[src/rtl/spi_master_dx.sv]
// Full-duplex SPI master, all four CPOL/CPHA modes, one-of-CS_NUM active-low selects.
// One DATA_WIDTH-bit word is shifted out MSB first while a word is captured from MISO.
module spi_master_dx #(
  parameter int DATA_WIDTH = 8,
  parameter int CS_NUM     = 1,
  parameter int CLK_DIV    = 3,
  localparam int SEL_W     = (CS_NUM > 1) ? $clog2(CS_NUM) : 1
) (
  input  logic                  clk_i,
  input  logic                  arst_ni,
  input  logic [DATA_WIDTH-1:0] data_i,
  input  logic [SEL_W-1:0]      cs_sel_i,
  input  logic                  cpol_i,
  input  logic                  cpha_i,
  input  logic                  wre_i,
  output logic                  rdy_o,
  output logic                  done_o,
  output logic [DATA_WIDTH-1:0] data_o,
  input  logic                  miso_i,
  output logic                  mosi_o,
  output logic                  sclk_o,
  output logic [CS_NUM-1:0]     cs_no
);

  localparam int DIV_W     = $clog2(CLK_DIV);
  localparam int LAST_EDGE = 2 * DATA_WIDTH;
  localparam int EDGE_W    = $clog2(LAST_EDGE + 1);

  typedef enum logic [1:0] {IDLE, LEAD, XFER, TRAIL} state_t;

  state_t                state_q, state_d;
  logic [DIV_W-1:0]      div_q, div_d;
  logic [EDGE_W-1:0]     edge_cnt_q, edge_cnt_d;
  logic [DATA_WIDTH-1:0] tx_q, tx_d;
  logic [DATA_WIDTH-1:0] rx_q, rx_d;
  logic [DATA_WIDTH-1:0] data_q, data_d;
  logic [CS_NUM-1:0]     cs_q, cs_d;
  logic                  cpha_q, cpha_d;
  logic                  sclk_q, sclk_d;
  logic                  mosi_q, mosi_d;
  logic                  done_q, done_d;
  logic                  rdy_q, rdy_d;

  logic [CS_NUM-1:0]     cs_hit;
  logic                  tick;
  logic [EDGE_W-1:0]     edge_k;

  // An out-of-range select matches no bit, so every chip select stays high.
  for (genvar gi = 0; gi < CS_NUM; gi++) begin : g_cs_dec
    assign cs_hit[gi] = (cs_sel_i == SEL_W'(gi));
  end

  assign tick   = (div_q == DIV_W'(CLK_DIV - 1));
  assign edge_k = edge_cnt_q + EDGE_W'(1);

  always_comb begin
    state_d    = state_q;
    div_d      = div_q;
    edge_cnt_d = edge_cnt_q;
    tx_d       = tx_q;
    rx_d       = rx_q;
    data_d     = data_q;
    cs_d       = cs_q;
    cpha_d     = cpha_q;
    sclk_d     = sclk_q;
    mosi_d     = mosi_q;
    done_d     = 1'b0;

    case (state_q)
      IDLE: begin
        sclk_d = cpol_i;
        div_d  = '0;
        if (wre_i) begin
          tx_d       = data_i;
          rx_d       = '0;
          cpha_d     = cpha_i;
          edge_cnt_d = '0;
          cs_d       = ~cs_hit;
          if (!cpha_i) mosi_d = data_i[DATA_WIDTH-1];
          state_d    = LEAD;
        end
      end
      // The terminal tick of LEAD is itself SCLK edge 1.
      LEAD, XFER: begin
        div_d = tick ? '0 : div_q + DIV_W'(1);
        if (tick) begin
          edge_cnt_d = edge_k;
          sclk_d     = ~sclk_q;
          if (!cpha_q) begin
            if (edge_k[0]) begin
              rx_d = {rx_q[DATA_WIDTH-2:0], miso_i};
            end else if (edge_k != EDGE_W'(LAST_EDGE)) begin
              tx_d   = {tx_q[DATA_WIDTH-2:0], 1'b0};
              mosi_d = tx_q[DATA_WIDTH-2];
            end
          end else begin
            if (!edge_k[0]) begin
              rx_d = {rx_q[DATA_WIDTH-2:0], miso_i};
            end else if (edge_k == EDGE_W'(1)) begin
              mosi_d = tx_q[DATA_WIDTH-1];
            end else begin
              tx_d   = {tx_q[DATA_WIDTH-2:0], 1'b0};
              mosi_d = tx_q[DATA_WIDTH-2];
            end
          end
          state_d = (edge_k == EDGE_W'(LAST_EDGE)) ? TRAIL : XFER;
        end
      end
      TRAIL: begin
        div_d = tick ? '0 : div_q + DIV_W'(1);
        if (tick) begin
          cs_d    = '1;
          data_d  = rx_q;
          done_d  = 1'b1;
          state_d = IDLE;
        end
      end
      default: state_d = IDLE;
    endcase

    rdy_d = (state_d == IDLE);
  end

  always_ff @(posedge clk_i or negedge arst_ni) begin
    if (!arst_ni) begin
      state_q    <= IDLE;
      div_q      <= '0;
      edge_cnt_q <= '0;
      tx_q       <= '0;
      rx_q       <= '0;
      data_q     <= '0;
      cs_q       <= '1;
      cpha_q     <= 1'b0;
      sclk_q     <= 1'b0;
      mosi_q     <= 1'b0;
      done_q     <= 1'b0;
      rdy_q      <= 1'b1;
    end else begin
      state_q    <= state_d;
      div_q      <= div_d;
      edge_cnt_q <= edge_cnt_d;
      tx_q       <= tx_d;
      rx_q       <= rx_d;
      data_q     <= data_d;
      cs_q       <= cs_d;
      cpha_q     <= cpha_d;
      sclk_q     <= sclk_d;
      mosi_q     <= mosi_d;
      done_q     <= done_d;
      rdy_q      <= rdy_d;
    end
  end

  assign rdy_o  = rdy_q;
  assign done_o = done_q;
  assign data_o = data_q;
  assign mosi_o = mosi_q;
  assign sclk_o = sclk_q;
  assign cs_no  = cs_q;

endmodule

[config.mk]
export PLATFORM = sky130hd
export DESIGN_NAME = spi_master_dx
export DESIGN_NICKNAME = d
export VERILOG_FILES = /design/src/rtl/spi_master_dx.sv
export SDC_FILE = /design/constraint.sdc
export NUM_CORES = 1
export LEC_CHECK = 0
export BUFFER_PORTS_ARGS = -buffer_cell sky130_fd_sc_hd__buf_2
export CAP_MARGIN = 0
export CORE_MARGIN = 1.5
export CORE_UTILIZATION = 46
export DETAILED_ROUTE_END_ITERATION = 8
export GPL_ROUTABILITY_DRIVEN = 0
export GPL_TIMING_DRIVEN = 0
export PLACE_DENSITY = 0.74
export SYNTH_ARGS = -nofsm -noshare
export SYNTH_HDL_FRONTEND = slang
export SYNTH_SLANG_ARGS = --single-unit
[constraint.sdc]
create_clock -name clk_i -period 4.4 [get_ports clk_i]
set_input_delay 0.88 -clock clk_i [delete_from_list [all_inputs] [get_ports clk_i]]
set_output_delay 0.88 -clock clk_i [all_outputs]
set_load 0.1 [all_outputs]
# Yosys cells after proc, flatten, opt, wreduce, memory -nomap -nowiden
# Cells that the tools add are included.
# word_totals
register_bits	39
output_inout_bits	13
word_cells	86
# op_classes
n_eq_ne	17
addsub	2
n_mux	40
n_reduce_logical	14
bitwise	1
# ops
op	n
two-way mux 8 bit	12
one-hot mux 8 bit (2 select lines)	2
!= test 3 bit, second input constant	6
two-way mux 1 bit	14
AND reduction 7 bit	2
two-way mux 5 bit	2
one-hot mux 5 bit (2 select lines)	1
two-way mux 2 bit	4
!= test 2 bit, second input constant	4
== test 2 bit, second input constant	3
one-hot mux 1 bit (2 select lines)	3
one-hot mux 2 bit (3 select lines)	1
AND reduction 2 bit	3
AND reduction 3 bit	2
adder 5 x 1 -> 5 bit, second input constant	1
== test 5 x 1 -> 1 bit, second input constant	1
== test 5 bit, second input constant	1
!= test 5 bit, second input constant	1
AND reduction 5 bit	1
logical NOT 2 bit	2
one-hot mux 2 bit (2 select lines)	1
nonzero test 2 bit	2
OR reduction 3 bit	1
adder 2 x 1 -> 2 bit, second input constant	1
other kinds (3)	3

# Depth between registers and ports, before layout
# depth
ltp_word	7
ltp_mapped	9

# Worst setup path before layout
# Ideal clock, no wire load.
# synth_path
path_type	in2reg
start	input port wre_i
end	register tx_q[0]
required_time_ns	4.275
stages	5
arrival_ns	1.937
setup_slack_ns	2.338
n_path_buf	0
path_cell_list	nor2b_1 > a211o_1 > a31oi_1 > o21ai_4 > mux2_4
# synth_via
elab_chain_cells	2
# synth_lines
item	line	rtl
start, declared	15	input logic wre_i,
!= test 2 bit (no line)	-	
AND reduction 7 bit (no line)	-	
end signal, assigned	142	tx_q <= tx_d;
end, declared	34	logic [DATA_WIDTH-1:0] tx_q, tx_d;
# Every way passes these cells.
# A chain may end at the register's enable or synchronous reset.

# Final worst setup path
# layout_path
start	register state_q[1]
end	register edge_cnt_q[0]
# layout_via
elab_chain_cells	4
elab_cells_between_ends	9
classes_between	eq/ne: 4; mux: 1; reduce/logical: 4
# layout_lines
item	line	rtl
start, declared	31	state_t state_q, state_d;
start signal, assigned	139	state_q <= state_d;
== test 2 x 1 -> 1 bit / == test 2 bit (equally long branches)	69	case (state_q)
OR reduction 2 bit	69	
!= test 2 bit (no line) / nonzero test 2 bit (equally long branches)	-	
AND reduction 3 bit (no line)	-	
end signal, assigned	141	edge_cnt_q <= edge_cnt_d;
end, declared	33	logic [EDGE_W-1:0] edge_cnt_q, edge_cnt_d;
# Parallel ways exist; a longest one is shown, timed or not.

==> impl_metrics.py <==
metrics = {
    "clock_tree": {
        "cts_resized": 0,
        "numClockSinks": 39,
        "hold_buffers": 0,
        "clk_pin_slew_worst_paths_ns": 0.08,
        "clockRootBuffer": "clkbuf_8",
        "cts_tree": "built",
        "htreeDepth": 2,
        "clock_path_buffers": 2,
        "clk_latency_ns": 0.29,
        "postCtsSetupRepairBufs": 0,
        "cts_made_buffers": 5,
    },
    "routing": {
        "drt_iter0_drc": 40,
        "dr.pass1.iters": 4,
        "routed_via_density": 5.340,
        "post-route-drc-count": 0,
        "routedWlPerCell_um": 14.09,
        "dr_total_vias": 1367,
        "wirelength_um": 3606,
        "antenna_left": 0,
    },
    "global_route": {
        "grt_max_degree": 40,
        "grt_pass1_wl_um": 6354,
        "grtUsageTotal": 0.1852,
        "grt_remaining_overflow": 0,
        "grt_antenna_before_repair": 0,
        "grt_pass1_vias": 1348,
    },
    "sta": {
        "finalSetupTns_ns": 0,
        "grt_setup_unrepaired": "no",
        "whs_ns": 0.4757,
        "tightestPinTransition_ns": 0.8362,
        "period_needed_ns": 2.490,
        "skew_ns": 0.003949,
        "fmax_ghz": 0.4016,
        "hold_viol_final": 0,
        "finalCritPeriodShare": 0.5659,
        "relSlewSlack": 0.4425,
        "setup_viol": 0,
        "slew_violations": 0,
    },
    "pwr": {
        "switching_power_uw": 142.3,
        "powerDensity_nw_per_um2": 286.3,
        "cellLeakagePower_uw": 0.001110,
        "pwr-share-clk": 0.400,
        "p_int_uw": 498.7,
        "p_seq_frac": 0.569,
        "peakVddDrop_v": 0.0001719,
        "combPwrFrac": 0.031,
        "p_sw_frac": 0.2220,
    },
    "floorplanning": {
        "dieArea_um2": 4620,
        "io_pins": 28,
        "num_rows": 23,
        "die_y_um": 67.97,
        "core_area_um2": 4029,
        "die_w_um": 67.97,
        "start_util": 0.4820,
    },
    "logic_synthesis": {
        "syn_area_um2": 1942,
        "async_flop_share": 1.000,
        "synth_edf_count": 0,
        "synth_common_cells": "dfrtp_1, nand2_1, mux2_2, o21ai_1, mux2_4",
        "synth_area_leaders": "dfrtp_1, mux2_2, mux2_4",
        "syn_area_per_cell_um2": 11.36,
        "synth_seq_cells": 39,
        "synth.largest_area_cell": "dfrtp_1",
        "ys_seq_area_frac": 0.5039,
        "synth_nets": 191,
        "syn_inst": 171,
        "synthFlopType": "dfrtp_1",
        "synth_top_area_share": 0.4768,
        "yosysUniqueCellTypes": 42,
        "ys_warn_count": 0,
        "yosysMostFrequentCell": "dfrtp_1",
    },
    "worst_setup_path": {
        "path_max_fanout": 10,
        "crit_type": "reg2reg",
        "cpPeakStageDelay_ns": 0.45,
        "critical_path.cell_chain": "inv_1 -> ha_1 -> clkbuf_1 -> clkbuf_1 -> buf_1 -> nand2_1 -> o21ai_0",
        "start_kind": "flop",
        "worst_ep_required_time_ns": 4.61,
        "cp_slowest_cell": "buf_1",
        "end_kind": "flop",
        "cp.arrival_ns": 2.70,
        "crit_top_cell": "clkbuf_1",
    },
    "finish": {
        "layout.nets": 225,
        "antenna_cells": 0,
        "area_growth_pct": 15.27,
        "drive_gt1_frac": 0.3252,
        "nFillCells": 382,
    },
    "job": {
        "cap_violations": 0,
    },
    "hold_path": {
        "hp-class": "reg2reg",
    },
    "placed_design": {
        "io_buffers": 27,
        "hpwlAfterDp_um": 2571,
    },
    "outcome": {
        "status": "finished clean",
    },
}
## layer usage
| metal | vias to the layer above | track usage | part of all wire |
|---|---|---|---|
| li1 | 675 | - | - |
| met1 | 661 | 0.2466 | 0.48 |
| met2 | 25 | 0.2937 | 0.47 |
| met3 | 6 | 0.04934 | 0.033 |
| met4 | 0 | 0.06000 | 0.014 |
| met5 | - | 0 | 0 |
## worst paths after layout
kind / start / to / slack (ns) / cells after the start
setup / recovery: state_q[1]$_DFF_PN0_ / edge_cnt_q[0]$_DFFE_PN0P_ / 1.91 / 7
hold / removal: div_q[0]$_DFF_PN0_ / div_q[0]$_DFF_PN0_ / 0.48 / 1
setup reg to reg: state_q[1]$_DFF_PN0_ / edge_cnt_q[0]$_DFFE_PN0P_ / 1.91 / 7
hold reg to reg: div_q[0]$_DFF_PN0_ / div_q[0]$_DFF_PN0_ / 0.48 / 1
max in group asynchronous: arst_ni / cpha_q$_DFFE_PN0P_ / 3.19 / 1
min in group asynchronous: arst_ni / data_o[0]$_DFFE_PN0P_ / 0.68 / 1
## power groups by stage
stage | combinational [uW] | clock, uW | sequential [uW]
final | 20.2 | 256 | 365
after floorplan | 6.58 | 0 | 371
after global placement | 20.4 | 0 | 372
after CTS | 21.2 | 261 | 365
after global routing | 23.5 | 276 | 365
after detailed placement | 21.0 | 0 | 372
## worst max-delay path, delay by kind of cell, from the launching register on
| family | cells | cell delay [ns] |
|---|---|---|
| compound gates | 1 | 0.18 |
| fa+ha+maj | 1 | 0.40 |
| buf+inv | 4 | 1.37 |
| flops | 1 | 0.37 |
| simple gates | 1 | 0.09 |
## registers in the layout, summed over array words and instances, names as in the netlist
register    count
data_o          8
rx_q            8
tx_q            8
edge_cnt_q      5
div_q           2
state_q         2
cpha_q          1
cs_no           1
done_o          1
mosi_o          1
rdy_o           1
sclk_o          1
## cells in the final DEF, fill, tap and decap left out, types with 2 or more instances in the layout
cell	n
a211oi_1	2
a21o_1	2
a21oi_1	2
a22o_1	2
buf_2	28
clkbuf_1	3
clkbuf_8	6
dfrtp_1	37
dfstp_2	2
ha_1	5
inv_1	6
mux2_2	16
mux2_4	8
nand2_1	23
nand2b_1	3
nand3_1	5
nor2_1	5
nor2b_1	5
nor3_1	4
nor3b_1	2
o21ai_0	4
o21ai_1	9
o22a_1	3
xnor2_1	2
xor2_1	2
## cell type report
class                      instances  area (um^2)  area share
inverter                           6        22.52     0.01006
buffer                             6        31.28     0.01397
clock inverter                     2        16.27    0.007267
multi-input combinational        120        909.6      0.4064
sequential                        39        978.4      0.4371
clock buffer                       6        82.58     0.03689
tap                               50        62.56     0.02795
timing repair buffer              27        135.1     0.06037
## cell families (layout without fill, tap and decap cells)
logic type	count (synthesis)	after routing	synth area share
and+or+nand+nor	51	51	0.1244
muxes	25	25	0.1598
adders and majority gates	5	5	0.03222
AOI/OAI and AO/OA	35	35	0.1340
xor gates and xnor gates	4	4	0.01804
buffers and inverters	12	47	0.02770
DFF	39	39	0.5039
## stage by stage
stage | setup WS, ns | cell area [um^2] | instances | utilization | power [uW]
2_1_floorplan | 2.338 | 1942 | 171 | - | 377.6
3_3_place_gp | 2.045 | 2140 | 248 | 0.5311 | 392.0
3_5_place_dp | 1.913 | 2140 | 248 | 0.5311 | 392.8
4_1_cts | 1.931 | 2238 | 256 | 0.5556 | 646.6
5_1_grt | 1.659 | 2238 | 256 | 0.5556 | 665.2
6_report | 1.910 | 2238 | 256 | 0.5556 | 641.0
Note: power is estimated with default switching activity, not from simulation.
